File: src/rtl/apb_2_axi_lite.sv
// apb_2_axi_lite
// Bridges one APB slave port onto an AXI-lite master port. Each APB access
// phase is turned into one AXI-lite write or read, and the APB transfer is
// held in wait states until the AXI response comes back.
//
// Ports
//   M_AXI_ACLK, M_AXI_ARESETN : sole clock, synchronous active-low reset
//   P*                        : APB slave (PREADY/PRDATA/PSLVERR returned)
//   M_AXI_AW*/W*/B*           : AXI-lite write address, data, response
//   M_AXI_AR*/R*              : AXI-lite read address, data
//
// state    | meaning
// ---------+---------------------------------------------------------------
// IDLE     | waiting for an APB access phase
// WR_REQ   | AW and W offered; each valid drops on its own handshake
// WR_RESP  | BREADY high, waiting for the write response
// RD_REQ   | ARVALID high, waiting for ARREADY
// RD_RESP  | RREADY high, waiting for read data
// DONE     | PREADY high for one cycle with PRDATA/PSLVERR
module apb_2_axi_lite #(
    parameter int AXI_DATA_WIDTH = 32,
    parameter int AXI_ADDR_WIDTH = 5
) (
    input  logic                          M_AXI_ACLK,
    input  logic                          M_AXI_ARESETN,

    input  logic [AXI_ADDR_WIDTH-1:0]     PADDR,
    input  logic [2:0]                    PPROT,
    input  logic                          PSEL,
    input  logic                          PENABLE,
    input  logic                          PWRITE,
    input  logic [AXI_DATA_WIDTH-1:0]     PWDATA,
    input  logic [AXI_DATA_WIDTH/8-1:0]   PSTRB,
    output logic                          PREADY,
    output logic [AXI_DATA_WIDTH-1:0]     PRDATA,
    output logic                          PSLVERR,

    output logic [AXI_ADDR_WIDTH-1:0]     M_AXI_AWADDR,
    output logic [2:0]                    M_AXI_AWPROT,
    output logic                          M_AXI_AWVALID,
    input  logic                          M_AXI_AWREADY,
    output logic [AXI_DATA_WIDTH-1:0]     M_AXI_WDATA,
    output logic [AXI_DATA_WIDTH/8-1:0]   M_AXI_WSTRB,
    output logic                          M_AXI_WVALID,
    input  logic                          M_AXI_WREADY,
    input  logic [1:0]                    M_AXI_BRESP,
    input  logic                          M_AXI_BVALID,
    output logic                          M_AXI_BREADY,

    output logic [AXI_ADDR_WIDTH-1:0]     M_AXI_ARADDR,
    output logic [2:0]                    M_AXI_ARPROT,
    output logic                          M_AXI_ARVALID,
    input  logic                          M_AXI_ARREADY,
    input  logic [AXI_DATA_WIDTH-1:0]     M_AXI_RDATA,
    input  logic [1:0]                    M_AXI_RRESP,
    input  logic                          M_AXI_RVALID,
    output logic                          M_AXI_RREADY
);

    localparam logic [2:0] ST_IDLE    = 3'd0;
    localparam logic [2:0] ST_WR_REQ  = 3'd1;
    localparam logic [2:0] ST_WR_RESP = 3'd2;
    localparam logic [2:0] ST_RD_REQ  = 3'd3;
    localparam logic [2:0] ST_RD_RESP = 3'd4;
    localparam logic [2:0] ST_DONE    = 3'd5;

    logic [2:0]                  state;
    logic [AXI_ADDR_WIDTH-1:0]   addr_q;
    logic [2:0]                  prot_q;
    logic [AXI_DATA_WIDTH-1:0]   data_q;
    logic [AXI_DATA_WIDTH/8-1:0] strb_q;
    logic                        done_q;
    logic                        aw_ok;
    logic                        w_ok;

    assign M_AXI_AWADDR = addr_q;
    assign M_AXI_ARADDR = addr_q;
    assign M_AXI_AWPROT = prot_q;
    assign M_AXI_ARPROT = prot_q;
    assign M_AXI_WDATA  = data_q;
    assign M_AXI_WSTRB  = strb_q;

    // A channel is finished when it already handshook earlier (valid low)
    // or is handshaking in this cycle.
    always_comb begin
        aw_ok = !M_AXI_AWVALID || M_AXI_AWREADY;
        w_ok  = !M_AXI_WVALID  || M_AXI_WREADY;
    end

    always_ff @(posedge M_AXI_ACLK) begin
        if (!M_AXI_ARESETN) begin
            state         <= ST_IDLE;
            addr_q        <= '0;
            prot_q        <= '0;
            data_q        <= '0;
            strb_q        <= '0;
            done_q        <= 1'b0;
            M_AXI_AWVALID <= 1'b0;
            M_AXI_WVALID  <= 1'b0;
            M_AXI_BREADY  <= 1'b0;
            M_AXI_ARVALID <= 1'b0;
            M_AXI_RREADY  <= 1'b0;
            PREADY        <= 1'b0;
            PSLVERR       <= 1'b0;
            PRDATA        <= '0;
        end else begin
            // The cycle right after DONE still carries the finished transfer's
            // PSEL/PENABLE if the master has not moved on; never restart on it.
            done_q <= (state == ST_DONE);
            case (state)
                ST_IDLE: begin
                    if (PSEL && PENABLE && !done_q) begin
                        addr_q <= PADDR;
                        prot_q <= PPROT;
                        data_q <= PWDATA;
                        strb_q <= PSTRB;
                        if (PWRITE) begin
                            M_AXI_AWVALID <= 1'b1;
                            M_AXI_WVALID  <= 1'b1;
                            state         <= ST_WR_REQ;
                        end else begin
                            M_AXI_ARVALID <= 1'b1;
                            state         <= ST_RD_REQ;
                        end
                    end
                end
                ST_WR_REQ: begin
                    if (M_AXI_AWREADY) M_AXI_AWVALID <= 1'b0;
                    if (M_AXI_WREADY)  M_AXI_WVALID  <= 1'b0;
                    if (aw_ok && w_ok) begin
                        M_AXI_BREADY <= 1'b1;
                        state        <= ST_WR_RESP;
                    end
                end
                ST_WR_RESP: begin
                    if (M_AXI_BVALID) begin
                        M_AXI_BREADY <= 1'b0;
                        PREADY       <= 1'b1;
                        PSLVERR      <= M_AXI_BRESP[1];
                        PRDATA       <= '0;
                        state        <= ST_DONE;
                    end
                end
                ST_RD_REQ: begin
                    if (M_AXI_ARREADY) begin
                        M_AXI_ARVALID <= 1'b0;
                        M_AXI_RREADY  <= 1'b1;
                        state         <= ST_RD_RESP;
                    end
                end
                ST_RD_RESP: begin
                    if (M_AXI_RVALID) begin
                        M_AXI_RREADY <= 1'b0;
                        PREADY       <= 1'b1;
                        PSLVERR      <= M_AXI_RRESP[1];
                        PRDATA       <= M_AXI_RDATA;
                        state        <= ST_DONE;
                    end
                end
                ST_DONE: begin
                    PREADY  <= 1'b0;
                    PSLVERR <= 1'b0;
                    state   <= ST_IDLE;
                end
                default: state <= ST_IDLE;
            endcase
        end
    end

endmodule

File: config.mk
export PLATFORM = sky130hd
export DESIGN_NAME = apb_2_axi_lite
export DESIGN_NICKNAME = d
export VERILOG_FILES = /design/src/rtl/apb_2_axi_lite.sv
export SDC_FILE = /design/constraint.sdc
export NUM_CORES = 1
export LEC_CHECK = 0
export BUFFER_PORTS_ARGS = -buffer_cell sky130_fd_sc_hd__buf_2
export CAP_MARGIN = 20
export CORE_MARGIN = 2
export CORE_UTILIZATION = 40
export CTS_CLUSTER_DIAMETER = 50
export DETAILED_ROUTE_END_ITERATION = 10
export GPL_TIMING_DRIVEN = 0
export PLACE_DENSITY_LB_ADDON = 0.2
export SYNTH_ARGS = -nofsm -noshare
export SYNTH_HDL_FRONTEND = slang
export SYNTH_SLANG_ARGS = --single-unit
File: constraint.sdc
create_clock -name M_AXI_ACLK -period 1.2 [get_ports M_AXI_ACLK]
set_input_delay 0.12 -clock M_AXI_ACLK [delete_from_list [all_inputs] [get_ports M_AXI_ACLK]]
set_output_delay 0.12 -clock M_AXI_ACLK [all_outputs]
set_load 0.01 [all_outputs]
# After elaboration in Yosys (flattened, before gate mapping)
# Cells that the tools add are included.
# word_totals
ff_bits,87
word_cells,84
output_inout_bits,91
in_bits,90
# op_classes
n_reduce_logical,24
eq_ne,14
muxes,32
# ops
cell,count
$mux W32,2
$pmux W32 S2,1
$ne A2 B2 Y1 const B,9
$mux W1,15
$mux W3,5
$pmux W3 S5,1
$reduce_and A3 Y1,4
$reduce_and A4 Y1,3
$pmux W1 S2,5
$reduce_bool A2 Y1,5
$eq A3 B2 Y1 const B,2
$eq A3 B3 Y1 const B,2
$pmux W1 S3,2
$reduce_and A5 Y1,1
$eq A3 B1 Y1 const B,1
$logic_and A1 B1 Y1,3
$logic_not A1 Y1,3
$logic_not A3 Y1,1
$reduce_bool A3 Y1,1
$logic_or A1 B1 Y1,2
$mux W2,1
$reduce_and A2 Y1,1

# Logic depth before layout (Yosys ltp)
# depth
ltp_word,5
mapped_depth,6
mapped_depth_nobuf,3

# Worst setup path after synthesis
# OpenSTA, ideal clock, no wires.
# synth_timing
path_kind,register -> register
startpoint,register state[2]
endpoint,register PRDATA[21]
setup_time_ns,0.117
required_time_ns,1.083
setup_slack_ns,-0.129
period_less_slack_ns,1.329
path_stages_with_launch,7
path_buffers,3
arrival_ns,1.212
path_cell_list,dfxtp_1 > buf_6 > nand3b_1 > a21o_1 > buf_6 > buf_6 > a32o_1
# synth_between
elab_chain_cells,3
elab_cells_between_ends,7
cone_classes,4 x eq/ne; 1 x mux; 2 x reduce/logical
# synth_rtl
item,line,rtl
start: declaration,67,logic [2:0] state;
start signal: assignment,92,state <= ST_IDLE;
start signal: assignment,120,state <= ST_WR_REQ;
start signal: assignment,123,state <= ST_RD_REQ;
$eq A3 B3 Y1 or $eq A3 B2 Y1 (tied branches),110,case (state)
$ne A2 B2 Y1 (no source line) or $reduce_bool A2 Y1 (tied branches),--,
$reduce_and A3 Y1 (no source line),--,
end signal: assignment,105,PRDATA <= '0;
end signal: assignment,140,PRDATA <= '0;
end signal: assignment,156,PRDATA <= M_AXI_RDATA;
end: declaration,35,"output logic [AXI_DATA_WIDTH-1:0] PRDATA,"
# Several ways; a longest one is shown, not always the timed one.
# A chain may end at the register's enable or synchronous reset.

# Worst setup path after layout
# layout_timing
startpoint,register state[1]
endpoint,register addr_q[1] (netlist: M_AXI_ARADDR[1])
# layout_between
elab_chain_cells,2
# layout_rtl
item,line,rtl
$logic_not A3 Y1,110,
$reduce_and A2 Y1 (no source line),--,
end signal: assignment,93,addr_q <= '0;
end signal: assignment,113,addr_q <= PADDR;
end: declaration,68,logic [AXI_ADDR_WIDTH-1:0] addr_q;
# No other way between the ends.

==> impl_metrics.json <==
{
  "holdCritPathClass": "in2reg",
  "final-setup-viol-count": 84,
  "pin_count": 181,
  "drcViolationCount": 0,
  "yosys-top-cells-area": "dfxtp_1 (51%), a32o_1 (9.5%), a21oi_1 (6.9%), nand3_1 (6.6%), o21ai_0 (5.9%)",
  "setup_tns_ps": -9191,
  "crit_arrival_ps": 1600,
  "antenna_left": 0,
  "synth_seq_cells": 87,
  "fin_cells": 710,
  "critPathMaxFanout": 8,
  "power_mw": 7.130,
  "core_um2": 8217,
  "wl_met3_um": 724,
  "vdd_drop_max_mv": 0.7281,
  "m1WireLength_um": 4556,
  "met2WireLength_um": 5827,
  "placed_cells": 632,
  "post-dp-hpwl_um": 7037,
  "dieArea_um2": 9220,
  "post_drt_wl_per_cell_um": 15.76,
  "worst_slew_pin_slew_ps": 600.2,
  "vias": 3695,
  "synthTopCellsByCount": "dfxtp_1 (87), a21oi_1 (47), nand3_1 (45), o21ai_0 (40), a32o_1 (32)",
  "fin_ws_ps": -182.7,
  "avgSynthCellArea_um2": 9.705,
  "synth_area_um2": 3387,
  "whs_ps": 8.393,
  "drive_gt1_frac": 0.5421,
  "portBuffers": 178,
  "place_area_um2": 4501,
  "die_w_um": 96.02,
  "path_clk_slew_ps": 90,
  "tritoncts.num_buffers": 9,
  "track_usage": 0.2297,
  "syn_inst": 349,
  "cts_tree": "done",
  "ys_warn_count": 0,
  "final_nets": 690,
  "finalMaxSlewViolations": 0,
  "slew_headroom": 0.5999,
  "post-synth-top-area-fraction": 0.5142,
  "period_minus_slack_ps": 1383,
  "run_status": "finished, violations left",
  "cpMaxStageDelayCell": "dfxtp_4",
  "drtIter0Drc": 113,
  "synthToLayoutAreaGrowth_pct": 72.15,
  "startpoint_type": "flip-flop",
  "dr.max_layer_used": "met4",
  "gp_congestion": 0.7093,
  "clock.fmax_mhz": 723.2,
  "antenna_cells": 0,
  "utilization": 0.7096,
  "postLayoutCellArea_um2": 5831,
  "fin_crit_sh": 1.152,
  "grt_max_degree": 17,
  "worst_clock_skew_ps": 11.48,
  "ys.flop_type": "dfxtp_1",
  "synth-seq-area-share": 0.5142,
  "synth-edff-count": 0,
  "syn-num-nets": 439,
  "antenna_found_initial": 0,
  "synth_largest_area_cell": "dfxtp_1",
  "grt_pass1_wl_um": 16520,
  "globalRouteOverflowTotal": 0,
  "place_ws_ps": -367.3,
  "clock_latency_ps": 340,
  "die_h_um": 96.02,
  "dr.pass1.iters": 4,
  "violations": "negative setup slack",
  "path_class": "reg2reg",
  "clock_path_buffers": 2,
  "rows": 33,
  "vias_per_cell": 5.204,
  "clockRootBuffer": "clkbuf_8",
  "initial_core_util": 0.4122,
  "grt_pass1_vias": 3537,
  "max_cap_violations": 0,
  "setup.worst_path.end_class": "flip-flop",
  "required_ps": 1420,
  "rsz0062_at_grt": "yes",
  "p_per_area_nw_per_um2": 1223,
  "drt-total-wl_um": 11190,
  "synth.distinct_cells": 40,
  "cpPeakStageDelay_ps": 390,
  "cts.sinks": 87,
  "synth_most_common_cell": "dfxtp_1",
  "p_leak_nw": 2.583,
  "path_cells": "or2_4, buf_12, clkbuf_16, o21ai_1, a21oi_2",
  "synthArstFlopShare": 0,
  "htreeDepth": 3,
  "hold_viol": 0
}
==> path summary, 6_finish.rpt <==
path | start | end | cells after the start | slack (ps)
worst max register to register | state[1] | M_AXI_ARADDR[1] | 5 | -180
worst max-delay path | state[1] | M_AXI_ARADDR[1] | 5 | -180
worst min-delay path | PWDATA[24] | M_AXI_WDATA[24] | 3 | 8
worst min register to register | M_AXI_WDATA[12] | M_AXI_WDATA[12] | 2 | 460
==> cell usage in the layout (no fill, tap or decap), types with 4 or more instances in the layout <==
cell / count
a21oi_1: 34
a21oi_2: 13
a32o_1: 32
buf_2: 181
buf_4: 22
buf_6: 15
buf_8: 10
clkbuf_1: 8
clkbuf_16: 6
clkbuf_8: 14
dfxtp_1: 84
dlygate4sd3_1: 34
inv_1: 6
nand2b_1: 4
nand3_1: 31
nand3_2: 11
o21ai_0: 6
o21ai_1: 15
o21ai_2: 25
==> per-layer routing <==
metal  up-vias  GRT usage
met5         -          0
met4         0    0.06786
met3         6    0.06421
met2       130     0.4068
met1      1762     0.2687
li1       1797          -
==> cells by family (layout without fill, tap and decap cells) <==
family	Yosys count	after routing	synth area share
flip-flops	87	87	0.5142
buffers and inverters	53	308	0.09568
AND/OR/NAND/NOR	71	72	0.1212
AO/OA/AOI/OAI	137	137	0.2660
multiplexers	1	1	0.002955
==> critical path: cells and delay by family, from the launching register on <==
family                 cells  cell delay, ps
DFF                        1             390
buffers and inverters      2             320
AOI/OAI and AO/OA          2             290
and+or+nand+nor            1             260
==> layout make-up <==
type | count | area, um^2
multi-input combinational | 210 | 1604
clock inverter | 7 | 101.3
tap | 105 | 131.4
sequential | 87 | 1753
timing repair buffer | 242 | 1612
clock buffer | 9 | 123.9
buffer | 44 | 483.0
fill | 618 | 2386
inverter | 6 | 22.52
==> power by group <==
part | internal, mW | switching [mW]
registers | 3.02 | 0.0916
clock network | 1.20 | 1.11
logic | 0.888 | 0.823
total | 5.10 | 2.03
==> what timing repair did <==
item,CTS,global route
pin swaps,21,20
endpoints found under the setup margin,85,85
hold endpoints to repair,33,1
resized for setup,74,39
setup buffers,13,4
hold buffers,33,1
cloned,10,4
==> state kept, by name, indices dropped and copies added, names as in the netlist <==
| register | count |
|---|---|
| M_AXI_ARADDR | 5 |
| M_AXI_ARPROT | 3 |
| M_AXI_ARVALID | 1 |
| M_AXI_AWVALID | 1 |
| M_AXI_BREADY | 1 |
| M_AXI_RREADY | 1 |
| M_AXI_WDATA | 32 |
| M_AXI_WSTRB | 4 |
| M_AXI_WVALID | 1 |
| PRDATA | 32 |
| PREADY | 1 |
| PSLVERR | 1 |
| done_q | 1 |
| state | 3 |
(Power assumes the default switching activity.)
